--- config.mk ---
export PLATFORM = sky130hd
export DESIGN_NAME = disp_scan_ctrl_flat
export DESIGN_NICKNAME = d
export VERILOG_FILES = /design/src/rtl/disp_pkg.sv /design/src/rtl/disp_scan_ctrl_if.sv /design/src/rtl/disp_scan_ctrl_bin2bcd6.sv /design/src/rtl/disp_scan_ctrl.sv /design/src/flat_wrapper.sv
export SDC_FILE = /design/constraint.sdc
export NUM_CORES = 1
export LEC_CHECK = 0
export CORE_MARGIN = 4
export CORE_UTILIZATION = 60
export DETAILED_ROUTE_END_ITERATION = 6
export PLACE_DENSITY = 0.86
export RECOVER_POWER = 50
export SYNTH_ARGS = -nofsm -noshare
export SYNTH_HDL_FRONTEND = slang
export SYNTH_SLANG_ARGS = --single-unit
--- constraint.sdc ---
create_clock -name clk -period 8.35 [get_ports clk]
set_input_delay 1.67 -clock clk [delete_from_list [all_inputs] [get_ports clk]]
set_output_delay 1.67 -clock clk [all_outputs]
set_load 0.03 [all_outputs]
--- src/rtl/disp_pkg.sv ---
// rtl/disp_pkg.sv - shared constants and types for the display scan controller
package disp_pkg;

   localparam int NUM_DIGITS = 6;

   localparam logic [2:0] DIG_S1  = 3'd0;
   localparam logic [2:0] DIG_S10 = 3'd1;
   localparam logic [2:0] DIG_M1  = 3'd2;
   localparam logic [2:0] DIG_M10 = 3'd3;
   localparam logic [2:0] DIG_H1  = 3'd4;
   localparam logic [2:0] DIG_H10 = 3'd5;

   localparam logic FIELD_MIN  = 1'b0;
   localparam logic FIELD_HOUR = 1'b1;

   // Separator dots sit on the ones digit of minutes and hours.
   localparam logic [5:0] DP_MASK = 6'b010100;

   typedef enum logic {
      ST_IDLE = 1'b0,
      ST_SCAN = 1'b1
   } scan_state_e;

   typedef struct packed {
      logic [5:0] h;
      logic [5:0] m;
      logic [5:0] s;
   } hms_t;

   function automatic logic field_hit(input logic [2:0] idx, input logic sel);
      if (sel == FIELD_HOUR) begin
         return (idx == DIG_H1) || (idx == DIG_H10);
      end
      return (idx == DIG_M1) || (idx == DIG_M10);
   endfunction

endpackage

--- src/rtl/disp_scan_ctrl_if.sv ---
// rtl/disp_scan_ctrl_if.sv - shared digit bus towards the 7-segment driver
interface disp_scan_ctrl_if;

   logic [5:0] digit_sel;
   logic [3:0] seg_bcd;
   logic       seg_dp;
   logic       frame_done;

   modport master (
      output digit_sel,
      output seg_bcd,
      output seg_dp,
      output frame_done
   );

   modport slave (
      input digit_sel,
      input seg_bcd,
      input seg_dp,
      input frame_done
   );

endinterface

--- src/rtl/disp_scan_ctrl_bin2bcd6.sv ---
// rtl/disp_scan_ctrl_bin2bcd6.sv - 6-bit binary to two-digit BCD split, unclamped
module bin2bcd6 (
   input  logic [5:0] bin,
   output logic [2:0] tens,
   output logic [3:0] ones
);

   logic [5:0] quot;
   logic [5:0] rem;

   assign quot = bin / 6'd10;
   assign rem  = bin % 6'd10;
   assign tens = quot[2:0];
   assign ones = rem[3:0];

endmodule

--- src/rtl/disp_scan_ctrl.sv ---
// rtl/disp_scan_ctrl.sv - six-digit H:M:S scan scheduler with per-frame snapshot
// and field/alarm blinking on a shared BCD digit bus.
module disp_scan_ctrl
   import disp_pkg::*;
#(
   parameter int SCAN_DIV     = 4,
   parameter int BLINK_FRAMES = 2
) (
   input  logic             clk,
   input  logic             reset,
   input  logic             en,
   input  logic [5:0]       in_h,
   input  logic [5:0]       in_m,
   input  logic [5:0]       in_s,
   input  logic             blink_en,
   input  logic             blink_sel,
   input  logic             alarming,
   disp_scan_ctrl_if.master disp
);

   localparam int PRE_W = (SCAN_DIV > 1) ? $clog2(SCAN_DIV) : 1;
   localparam int FRM_W = (BLINK_FRAMES > 1) ? $clog2(BLINK_FRAMES) : 1;
   localparam logic [PRE_W-1:0] PRE_LAST = PRE_W'(SCAN_DIV - 1);
   localparam logic [FRM_W-1:0] FRM_LAST = FRM_W'(BLINK_FRAMES - 1);

   scan_state_e      state_q, state_d;
   logic [2:0]       idx_q, idx_d;
   logic [PRE_W-1:0] pre_q, pre_d;
   logic [FRM_W-1:0] frame_cnt_q, frame_cnt_d;
   logic             blink_phase_q, blink_phase_d;
   hms_t             snap_q, snap_d;
   logic [5:0]       digit_sel_q, digit_sel_d;
   logic [3:0]       seg_bcd_q, seg_bcd_d;
   logic             seg_dp_q, seg_dp_d;
   logic             frame_done_q, frame_done_d;

   logic             pre_last;
   logic             frame_wrap;
   logic             load_snap;
   logic             step;
   logic             blank;
   logic [3:0]       digit_val;
   logic [2:0]       tens_h, tens_m, tens_s;
   logic [3:0]       ones_h, ones_m, ones_s;

   assign pre_last   = (pre_q == PRE_LAST);
   assign frame_wrap = pre_last && (idx_q == DIG_H10);

   // The snapshot is taken at scan start and at every frame wrap, so digit 0
   // of a new frame is already decoded from the freshly captured inputs.
   assign load_snap = en && ((state_q == ST_IDLE) || ((state_q == ST_SCAN) && frame_wrap));
   assign snap_d    = load_snap ? {in_h, in_m, in_s} : snap_q;

   bin2bcd6 u_bcd_h (.bin(snap_d.h), .tens(tens_h), .ones(ones_h));
   bin2bcd6 u_bcd_m (.bin(snap_d.m), .tens(tens_m), .ones(ones_m));
   bin2bcd6 u_bcd_s (.bin(snap_d.s), .tens(tens_s), .ones(ones_s));

   always_comb begin
      state_d       = state_q;
      idx_d         = idx_q;
      pre_d         = pre_q;
      frame_cnt_d   = frame_cnt_q;
      blink_phase_d = blink_phase_q;
      digit_sel_d   = digit_sel_q;
      seg_bcd_d     = seg_bcd_q;
      seg_dp_d      = seg_dp_q;
      frame_done_d  = 1'b0;
      step          = 1'b0;
      digit_val     = 4'd0;
      blank         = 1'b0;

      case (state_q)
         ST_IDLE: begin
            digit_sel_d = '0;
            seg_bcd_d   = '0;
            seg_dp_d    = 1'b0;
            if (en) begin
               state_d = ST_SCAN;
               idx_d   = DIG_S1;
               pre_d   = '0;
               step    = 1'b1;
            end
         end
         ST_SCAN: begin
            if (!en) begin
               state_d       = ST_IDLE;
               idx_d         = DIG_S1;
               pre_d         = '0;
               frame_cnt_d   = '0;
               blink_phase_d = 1'b0;
               digit_sel_d   = '0;
               seg_bcd_d     = '0;
               seg_dp_d      = 1'b0;
            end else if (pre_last) begin
               pre_d = '0;
               step  = 1'b1;
               if (idx_q == DIG_H10) begin
                  idx_d        = DIG_S1;
                  frame_done_d = 1'b1;
                  if (frame_cnt_q == FRM_LAST) begin
                     frame_cnt_d   = '0;
                     blink_phase_d = ~blink_phase_q;
                  end else begin
                     frame_cnt_d = frame_cnt_q + 1'b1;
                  end
               end else begin
                  idx_d = idx_q + 3'd1;
               end
            end else begin
               pre_d = pre_q + 1'b1;
            end
         end
         default: state_d = ST_IDLE;
      endcase

      case (idx_d)
         DIG_S1:  digit_val = ones_s;
         DIG_S10: digit_val = {1'b0, tens_s};
         DIG_M1:  digit_val = ones_m;
         DIG_M10: digit_val = {1'b0, tens_m};
         DIG_H1:  digit_val = ones_h;
         DIG_H10: digit_val = {1'b0, tens_h};
         default: digit_val = 4'd0;
      endcase

      // Blanking gates only the enable and dot; the BCD value keeps flowing.
      blank = blink_phase_d && (alarming || (blink_en && field_hit(idx_d, blink_sel)));

      if (step) begin
         digit_sel_d = blank ? 6'b000000 : (6'b000001 << idx_d);
         seg_bcd_d   = digit_val;
         seg_dp_d    = !blank && DP_MASK[idx_d];
      end
   end

   always_ff @(posedge clk or posedge reset) begin
      if (reset) begin
         state_q       <= ST_IDLE;
         idx_q         <= '0;
         pre_q         <= '0;
         frame_cnt_q   <= '0;
         blink_phase_q <= 1'b0;
         snap_q        <= '0;
         digit_sel_q   <= '0;
         seg_bcd_q     <= '0;
         seg_dp_q      <= 1'b0;
         frame_done_q  <= 1'b0;
      end else begin
         state_q       <= state_d;
         idx_q         <= idx_d;
         pre_q         <= pre_d;
         frame_cnt_q   <= frame_cnt_d;
         blink_phase_q <= blink_phase_d;
         snap_q        <= snap_d;
         digit_sel_q   <= digit_sel_d;
         seg_bcd_q     <= seg_bcd_d;
         seg_dp_q      <= seg_dp_d;
         frame_done_q  <= frame_done_d;
      end
   end

   assign disp.digit_sel  = digit_sel_q;
   assign disp.seg_bcd    = seg_bcd_q;
   assign disp.seg_dp     = seg_dp_q;
   assign disp.frame_done = frame_done_q;

endmodule

--- src/flat_wrapper.sv ---
// flat-port wrapper written by rule: the top's interface ports become plain ports
module disp_scan_ctrl_flat import disp_pkg::*;
#(
   parameter int SCAN_DIV     = 4,
   parameter int BLINK_FRAMES = 2
)
  (clk, reset, en, in_h, in_m, in_s, blink_en, blink_sel, alarming, disp_digit_sel, disp_seg_bcd, disp_seg_dp, disp_frame_done);
  disp_scan_ctrl_if disp_i ();
  input  logic clk;
  input  logic reset;
  input  logic en;
  input  logic [5:0] in_h;
  input  logic [5:0] in_m;
  input  logic [5:0] in_s;
  input  logic blink_en;
  input  logic blink_sel;
  input  logic alarming;
  output wire logic [$bits(disp_i.digit_sel)-1:0] disp_digit_sel;
  output wire logic [$bits(disp_i.seg_bcd)-1:0] disp_seg_bcd;
  output wire logic [$bits(disp_i.seg_dp)-1:0] disp_seg_dp;
  output wire logic [$bits(disp_i.frame_done)-1:0] disp_frame_done;
  assign disp_digit_sel = disp_i.digit_sel;
  assign disp_seg_bcd = disp_i.seg_bcd;
  assign disp_seg_dp = disp_i.seg_dp;
  assign disp_frame_done = disp_i.frame_done;
  disp_scan_ctrl #(.SCAN_DIV(SCAN_DIV), .BLINK_FRAMES(BLINK_FRAMES)) u_core (.clk(clk), .reset(reset), .en(en), .in_h(in_h), .in_m(in_m), .in_s(in_s), .blink_en(blink_en), .blink_sel(blink_sel), .alarming(alarming), .disp(disp_i));
endmodule
# Yosys cells after proc, flatten, opt, wreduce, memory -nomap -nowiden
# Memory sizes are Yosys's and may differ from the RTL's.
# Index checks and enable logic that the tools add are counted.
word_totals:
  regBits: 38
  romBits: 8
  n_memories: 1
  inputBits: 24
op_classes:
  n_lt_le_gt_ge: 1
  reduce_logical: 13
  add_sub_neg: 3
  div: 6
  shifts: 1
  n_eq_ne: 11
  n_bitwise: 2
  mux: 42
mem_list:
  columns: ["name", "depth", "width", "read_ports", "rd_ports_with_merged_regs", "wr", "line_no", "rtl"]
  rows:
  - ["(name not given)", 8, 1, 1, 0, 0, "disp_scan_ctrl.sv:132", "seg_dp_d = !blank && DP_MASK[idx_d];"]
op_table:
  columns: ["op", "count"]
  rows:
  - ["$pmux W4 S6", 1]
  - ["$mux W1", 22]
  - ["$div A6 B4 Y6 const B", 3]
  - ["$mod A6 B4 Y6 const B", 3]
  - ["$mux W18", 1]
  - ["$mux W6", 3]
  - ["$mux W3", 4]
  - ["$pmux W6 S2", 1]
  - ["$eq A3 B3 Y1 const B", 3]
  - ["$mux W4", 2]
  - ["$pmux W4 S2", 1]
  - ["$eq A3 B2 Y1 const B", 2]
  - ["$logic_and A1 B1 Y1", 6]
  - ["$mux W2", 3]
  - ["$pmux W3 S2", 1]
  - ["$shl A1 B3 Y6 const A", 1]
  - ["$logic_or A1 B1 Y1", 4]
  - ["$lt A3 B4 Y1 const B", 1]
  - ["$ne A2 B1 Y1 const B", 2]
  - ["$pmux W1 S2", 2]
  - ["$pmux W2 S2", 1]
  - ["$add A3 B1 Y3 const B", 1]
  - ["$eq A3 B1 Y1 const B", 1]
  - ["$logic_not A3 Y1", 1]
  - ["8 further kinds", 9]

# Longest topological paths before layout
depth:
  depth_word: 15
  mapped_depth: 18

# By module
# Synthesis repeated with hierarchy kept, for this count alone.
unflattened:
  cells_unflattened: 327
  area_unflattened_um2: 2962.8
by_module_without_submodules:
  columns: ["module", "seq_area_each_um2", "area_each_um2", "cells_per_inst", "instances"]
  rows:
  - ["disp_scan_ctrl", 950.9, 1956.9, 174, 1]
  - ["bin2bcd6", 0.0, 335.3, 51, 3]

# Worst setup path after synthesis
# OpenSTA, ideal clock, no wires.
synth_path:
  kind: "in2reg"
  from: "input port en"
  to: "register u_core.seg_bcd_q[2], in the netlist u_core.disp.seg_bcd[2]"
  arrival_ns: 4.385
  required_ns: 8.276
  stages: 14
  path_slack_ns: 3.891
  path_cell_list: "or2_2 > nor3_1 > nor2_1 > o22a_1 > and3_1 > a21oi_1 > ha_1 > o31ai_1 > nor4_1 > o21ai_0 > and2_2 > ha_1 > mux2_4 > o21ai_2"
synth_between:
  elab_chain_len: 5
  elab_cells_between_ends: 23
  cone_classes: "6 x div; 6 x eq/ne; 9 x mux; 2 x reduce/logical"
synth_lines:
  columns: ["element", "line_no", "rtl"]
  rows:
  - ["start, declared", "flat_wrapper.sv:11", "input logic en;"]
  - ["$logic_and A1 B1 Y1 (tied with other cells)", "disp_scan_ctrl.sv:51", "assign load_snap = en && ((state_q == ST_IDLE) || ((state_q == ST_SCAN) && frame_wrap));"]
  - ["$mux W18 / $pmux W3 S2 (equally long branches)", "disp_scan_ctrl.sv:52, disp_scan_ctrl.sv:72", null]
  - ["$div A6 B4 Y6 (tied with other cells)", "disp_scan_ctrl_bin2bcd6.sv:11", "assign quot = bin / 6'd10;"]
  - ["$pmux W4 S6", "disp_scan_ctrl.sv:116", "case (idx_d)"]
  - ["$mux W4", "disp_scan_ctrl.sv:129", "if (step) begin"]
  - ["end signal, assigned", "disp_scan_ctrl.sv:156", "seg_bcd_q <= seg_bcd_d;"]
  - ["end, declared", "disp_scan_ctrl.sv:33", "logic [3:0] seg_bcd_q, seg_bcd_d;"]
# Parallel ways exist; a longest one is shown, timed or not.
# A chain may end at the register's enable or synchronous reset.

# Worst setup path in the final report
layout_path:
  from: "input port en"
  to: "register u_core.seg_bcd_q[3], in the netlist u_core.disp.seg_bcd[3]"
layout_between:
  elab_chain_len: 5
  elab_cells_between_ends: 20
  cone_classes: "3 x div; 6 x eq/ne; 9 x mux; 2 x reduce/logical"
layout_lines:
  columns: ["element", "line_no", "rtl"]
  rows:
  - ["$logic_and A1 B1 Y1 (tied with other cells)", "disp_scan_ctrl.sv:51", null]
  - ["$mux W18 / $pmux W3 S2 (equally long branches)", "disp_scan_ctrl.sv:52, disp_scan_ctrl.sv:72", null]
  - ["$mod A6 B4 Y6 (tied with other cells)", "disp_scan_ctrl_bin2bcd6.sv:12", "assign rem = bin % 6'd10;"]
  - ["$pmux W4 S6", "disp_scan_ctrl.sv:116", null]
  - ["$mux W4", "disp_scan_ctrl.sv:129", null]
# Parallel ways exist; a longest one is shown, timed or not.

==> summary.log <==
[synth] most area-consuming cells after synthesis sky130_fd_sc_hd__dfrtp_1 (35%), sky130_fd_sc_hd__mux2i_1 (5.2%), sky130_fd_sc_hd__nand2_1 (4.7%), sky130_fd_sc_hd__inv_1 (3.7%), sky130_fd_sc_hd__a21oi_1 (3.3%)
[synth] most area-hungry cell type in the Yosys netlist sky130_fd_sc_hd__dfrtp_1
[floorplanning] full die area 5660 um^2
[timing] max-slew violation count 39
[worst_setup_path] WP data arrival 5.76 ns
[synth] count of flip-flops with a built-in enable after synthesis 0
[place] area of placed instances 3060 um^2
[synth] register bit count reported by yosys 38
[clock_network] hold buffer count at cts 0
[place] count of port buffers added during placement 35
[min_path] hold crit path type reg2reg
[layout] area added between synthesis and finish 16.1%
[clock_network] CTS Buffer Depth 2
[floorplanning] Die H 75.2 um
[layout] final non-filler cell area 3150 um^2
[drt] Total Wirelength 6910 um
[clock_network] Clock transition at path regs 0.08 ns
[floorplanning] core area 4350 um^2
[worst_setup_path] maximum cell stage delay along the critical path 0.80 ns
[timing] achievable frequency 0.179 GHz
[layout] number of fill cells in the layout 328
[synth] fraction of registers with async set or reset after synthesis 100%
[worst_setup_path] Setup Crit Path Kind in2reg
[power] static leakage 0.00136 uW
[worst_setup_path] Crit path max-delay family compound AO/OA/AOI/OAI gates
[timing] largest clock skew in the final design 0.0119 ns
[power] Cell Pwr Density 168 nW/um^2
[drt] post-detailed-route wirelength per cell 17.9 um
[drt] drt initial violations 255
[drt] Pre-Repair DR Iteration Count 5
[place] final weighted congestion in routability-driven placement 0.938
[global_route] via count of the first global-routing pass 2389
[clock_network] quantity of gates resized following cts 0
[floorplanning] Cell Rows 24
[worst_setup_path] critical path startpoint category input port
[synth] share of synthesized area occupied by flip-flops and latches 35.1%
[worst_setup_path] worst path required time 8.52 ns
[global_route] wire length of the first global-routing pass 11000 um
[global_route] Remaining Overflow, GRT 0
[worst_setup_path] Buffers & Inverters on Critical Path 2
[synth] number of different library cells in the post-synthesis netlist 68
[synth] most instantiated cells after synthesis sky130_fd_sc_hd__dfrtp_1 (38), sky130_fd_sc_hd__nand2_1 (34), sky130_fd_sc_hd__inv_1 (27), sky130_fd_sc_hd__nor2_1 (19), sky130_fd_sc_hd__a21oi_1 (18)
[clock_network] buffer type at the clock tree root sky130_fd_sc_hd__clkbuf_8
[worst_setup_path] cell with the largest stage delay on the worst path sky130_fd_sc_hd__dlygate4sd3_1
[status] outcome finished, violations left
[timing] number of hold violations in the final report 0
[global_route] pin count of the biggest net entering global routing 39
[worst_setup_path] capturing element type of the critical path register
[power] clock power share 25.5%
[status] violations in the final reports capacitance limit, slew limit
[clock_network] total number of clock tree sinks 38
[power] sequential share of power 40.2%
[synth] most used flip-flop cell after synthesis sky130_fd_sc_hd__dfrtp_1
[timing] Total Negative Setup Slacks 0 ns
[global_route] GRT Total Usage 26.1%
[drt] mean number of vias per cell 6.48
[power] switching power as a share of total power 34.7%
[timing] relative slew slack -32.9%
[timing] Setup Viol. Count Final 0
[timing] worst-margin pin slew 1.99 ns
[clock_network] number of buffers created by CTS 5
[power] total power 528 uW
[power] worst voltage drop across the vdd grid 0.0971 mV
[clock_network] Post-CTS Repair Setup Buffers 0
[synth] leading cell type by number of instances after synthesis sky130_fd_sc_hd__dfrtp_1
[timing] RSZ-0062 raised after global routing no
[synth] post-synthesis instance total 301
[drt] total vias in the final route 2502
[place] DPL Wire Length 5200 um
[timing] clock period minus worst slack 5.59 ns
[drt] number of nets with antenna violations after routing 0
[power] switching power 183 uW
[floorplanning] Die Width 75.2 um
[layout] ratio of cells with drive above 1 in the final layout 10.8%
[worst_setup_path] largest fanout of any net on the critical path 17
[synth] YS warnings 0
[drt] count of unresolved DRC violations after routing 0
[power] internal power consumption 345 uW
[floorplanning] I/O pins 36
[layout] count of antenna diodes in the layout 0
[power] proportion of power drawn by combinational gates 34.3%
[synth] fraction of synthesized cell area taken by the top area cell type 35.1%
[timing] Final Cycle Share 67.0%
[run] count of max-cap constraint violations 1
[clock_network] CTS H-Tree Depth 2
[floorplanning] initial standard-cell utilization of the core 62.3%
[clock_network] TritonCTS clock tree done
[global_route] antenna violations before repair 0
[synth] post-synthesis instance area 2710 um^2
[layout] net count reported at finish 364
[synth] Mean Syn Cell Area 9.01 um^2
[clock_network] clock insertion delay at the later pin of the skew report 0.30 ns
[synth] Synthesized Nets 332
[worst_setup_path] worst path cell trace dlygate4sd3_1 -> inv_1 -> a21oi_4 -> mux2i_1 -> o221ai_2 -> and3_1 -> a21oi_1 -> ha_1 -> o31ai_1 -> nor4_1 -> o21ai_0 -> and2_2 -> ha_1 -> o21bai_1 -> a22oi_1 -> o21ai_0
[through the flow]
stage	setup slack, ns	hold slack [ns]	util [%]	cells
floorplan	3.89	0.464	-	301
global placement	2.74	0.460	70.3	378
detailed placement	2.57	0.470	70.3	378
CTS	2.90	0.486	72.4	386
global route	2.37	0.516	72.4	386
finish	2.76	0.480	72.4	386
[path summary, 6_finish.rpt]
path	start	endpoint	slack, ns	cells past startpoint
max	en	u_core.disp.seg_bcd[3]	2.76	16
min	u_core.disp.digit_sel[2]	u_core.disp.digit_sel[2]	0.48	2
max reg2reg	u_core.idx_q[2]	u_core.disp.seg_bcd[3]	4.08	15
min reg2reg	u_core.disp.digit_sel[2]	u_core.disp.digit_sel[2]	0.48	2
max in group asynchronous	reset	u_core.snap_q[4]	4.67	3
min in group asynchronous	reset	u_core.disp.digit_sel[1]	2.53	3
[per-layer routing]
layer	global-route usage (%)	up-vias	wire [um]
met3	6.54	21	540
met1	32.2	1178	2950
met2	42.6	125	3220
met5	3.70	-	0
li1	-	1178	-
met4	11.7	0	198
[flip-flops by register name (all words and copies together) (netlist names)]
register / flops
u_core.disp.frame_done: 1
u_core.blink_phase_q: 1
u_core.pre_q: 2
u_core.disp.seg_dp: 1
u_core.frame_cnt_q: 1
u_core.disp.seg_bcd: 4
u_core.idx_q: 3
u_core.disp.digit_sel: 6
u_core.snap_q: 18
u_core.state_q: 1
[worst register-to-register path: stages (launching register included)]
cell	delay (ns)
sky130_fd_sc_hd__dfrtp_1	0.78
sky130_fd_sc_hd__nand4b_4	0.27
sky130_fd_sc_hd__a21oi_4	0.61
sky130_fd_sc_hd__mux2i_1	0.35
sky130_fd_sc_hd__o221ai_2	0.17
sky130_fd_sc_hd__and3_1	0.25
sky130_fd_sc_hd__a21oi_1	0.20
sky130_fd_sc_hd__ha_1	0.21
sky130_fd_sc_hd__o31ai_1	0.10
sky130_fd_sc_hd__nor4_1	0.26
sky130_fd_sc_hd__o21ai_0	0.11
sky130_fd_sc_hd__and2_2	0.22
sky130_fd_sc_hd__ha_1	0.20
sky130_fd_sc_hd__o21bai_1	0.15
sky130_fd_sc_hd__a22oi_1	0.15
sky130_fd_sc_hd__o21ai_0	0.11
[cell families after synthesis]
logic type / share of synthesized area, %
simple gates: 18.4
flops: 35.1
compound gates: 30.3
buf+inv: 6.69
fa+ha+maj: 3.23
xor+xnor: 0.646
mux: 5.72
[layout make-up]
type                    count  area (um^2)  area share, %
multi-input cells         223         1580           50.2
well taps                  52         65.1           2.07
flip-flops and latches     38          951           30.2
clock inverters             1         5.00          0.159
clock buffers               7         86.3           2.74
inverters                  29          109           3.46
repair buffers             36          354           11.2
[power groups by stage]
| stage | clock network [uW] | registers [uW] | logic [uW] |
|---|---|---|---|
| 2_1_floorplan | 0 | 220 | 126 |
| 3_3_place_gp | 0 | 215 | 172 |
| 3_5_place_dp | 0 | 215 | 178 |
| 4_1_cts | 136 | 212 | 179 |
| 5_1_grt | 143 | 214 | 197 |
| 6_report | 135 | 212 | 181 |
[layout by cell type (no fill, tap or decap), types with 3 or more instances in the layout]
master,n
sky130_fd_sc_hd__inv_1,27
sky130_fd_sc_hd__o22ai_1,10
sky130_fd_sc_hd__nor2_1,19
sky130_fd_sc_hd__nor3_1,7
sky130_fd_sc_hd__a21o_1,3
sky130_fd_sc_hd__and3_1,3
sky130_fd_sc_hd__a211o_1,3
sky130_fd_sc_hd__clkbuf_8,6
sky130_fd_sc_hd__o211ai_1,4
sky130_fd_sc_hd__nand2b_1,4
sky130_fd_sc_hd__a22oi_1,3
sky130_fd_sc_hd__a21oi_1,18
sky130_fd_sc_hd__dfrtp_1,38
sky130_fd_sc_hd__o31ai_1,3
sky130_fd_sc_hd__o21ai_2,3
sky130_fd_sc_hd__o2bb2ai_1,5
sky130_fd_sc_hd__o21ai_0,17
sky130_fd_sc_hd__or2_2,4
sky130_fd_sc_hd__mux2i_1,14
sky130_fd_sc_hd__clkdlybuf4s50_1,33
sky130_fd_sc_hd__nand2_1,34
sky130_fd_sc_hd__nand3_1,4
sky130_fd_sc_hd__ha_1,7
(Power assumes the default switching activity.)
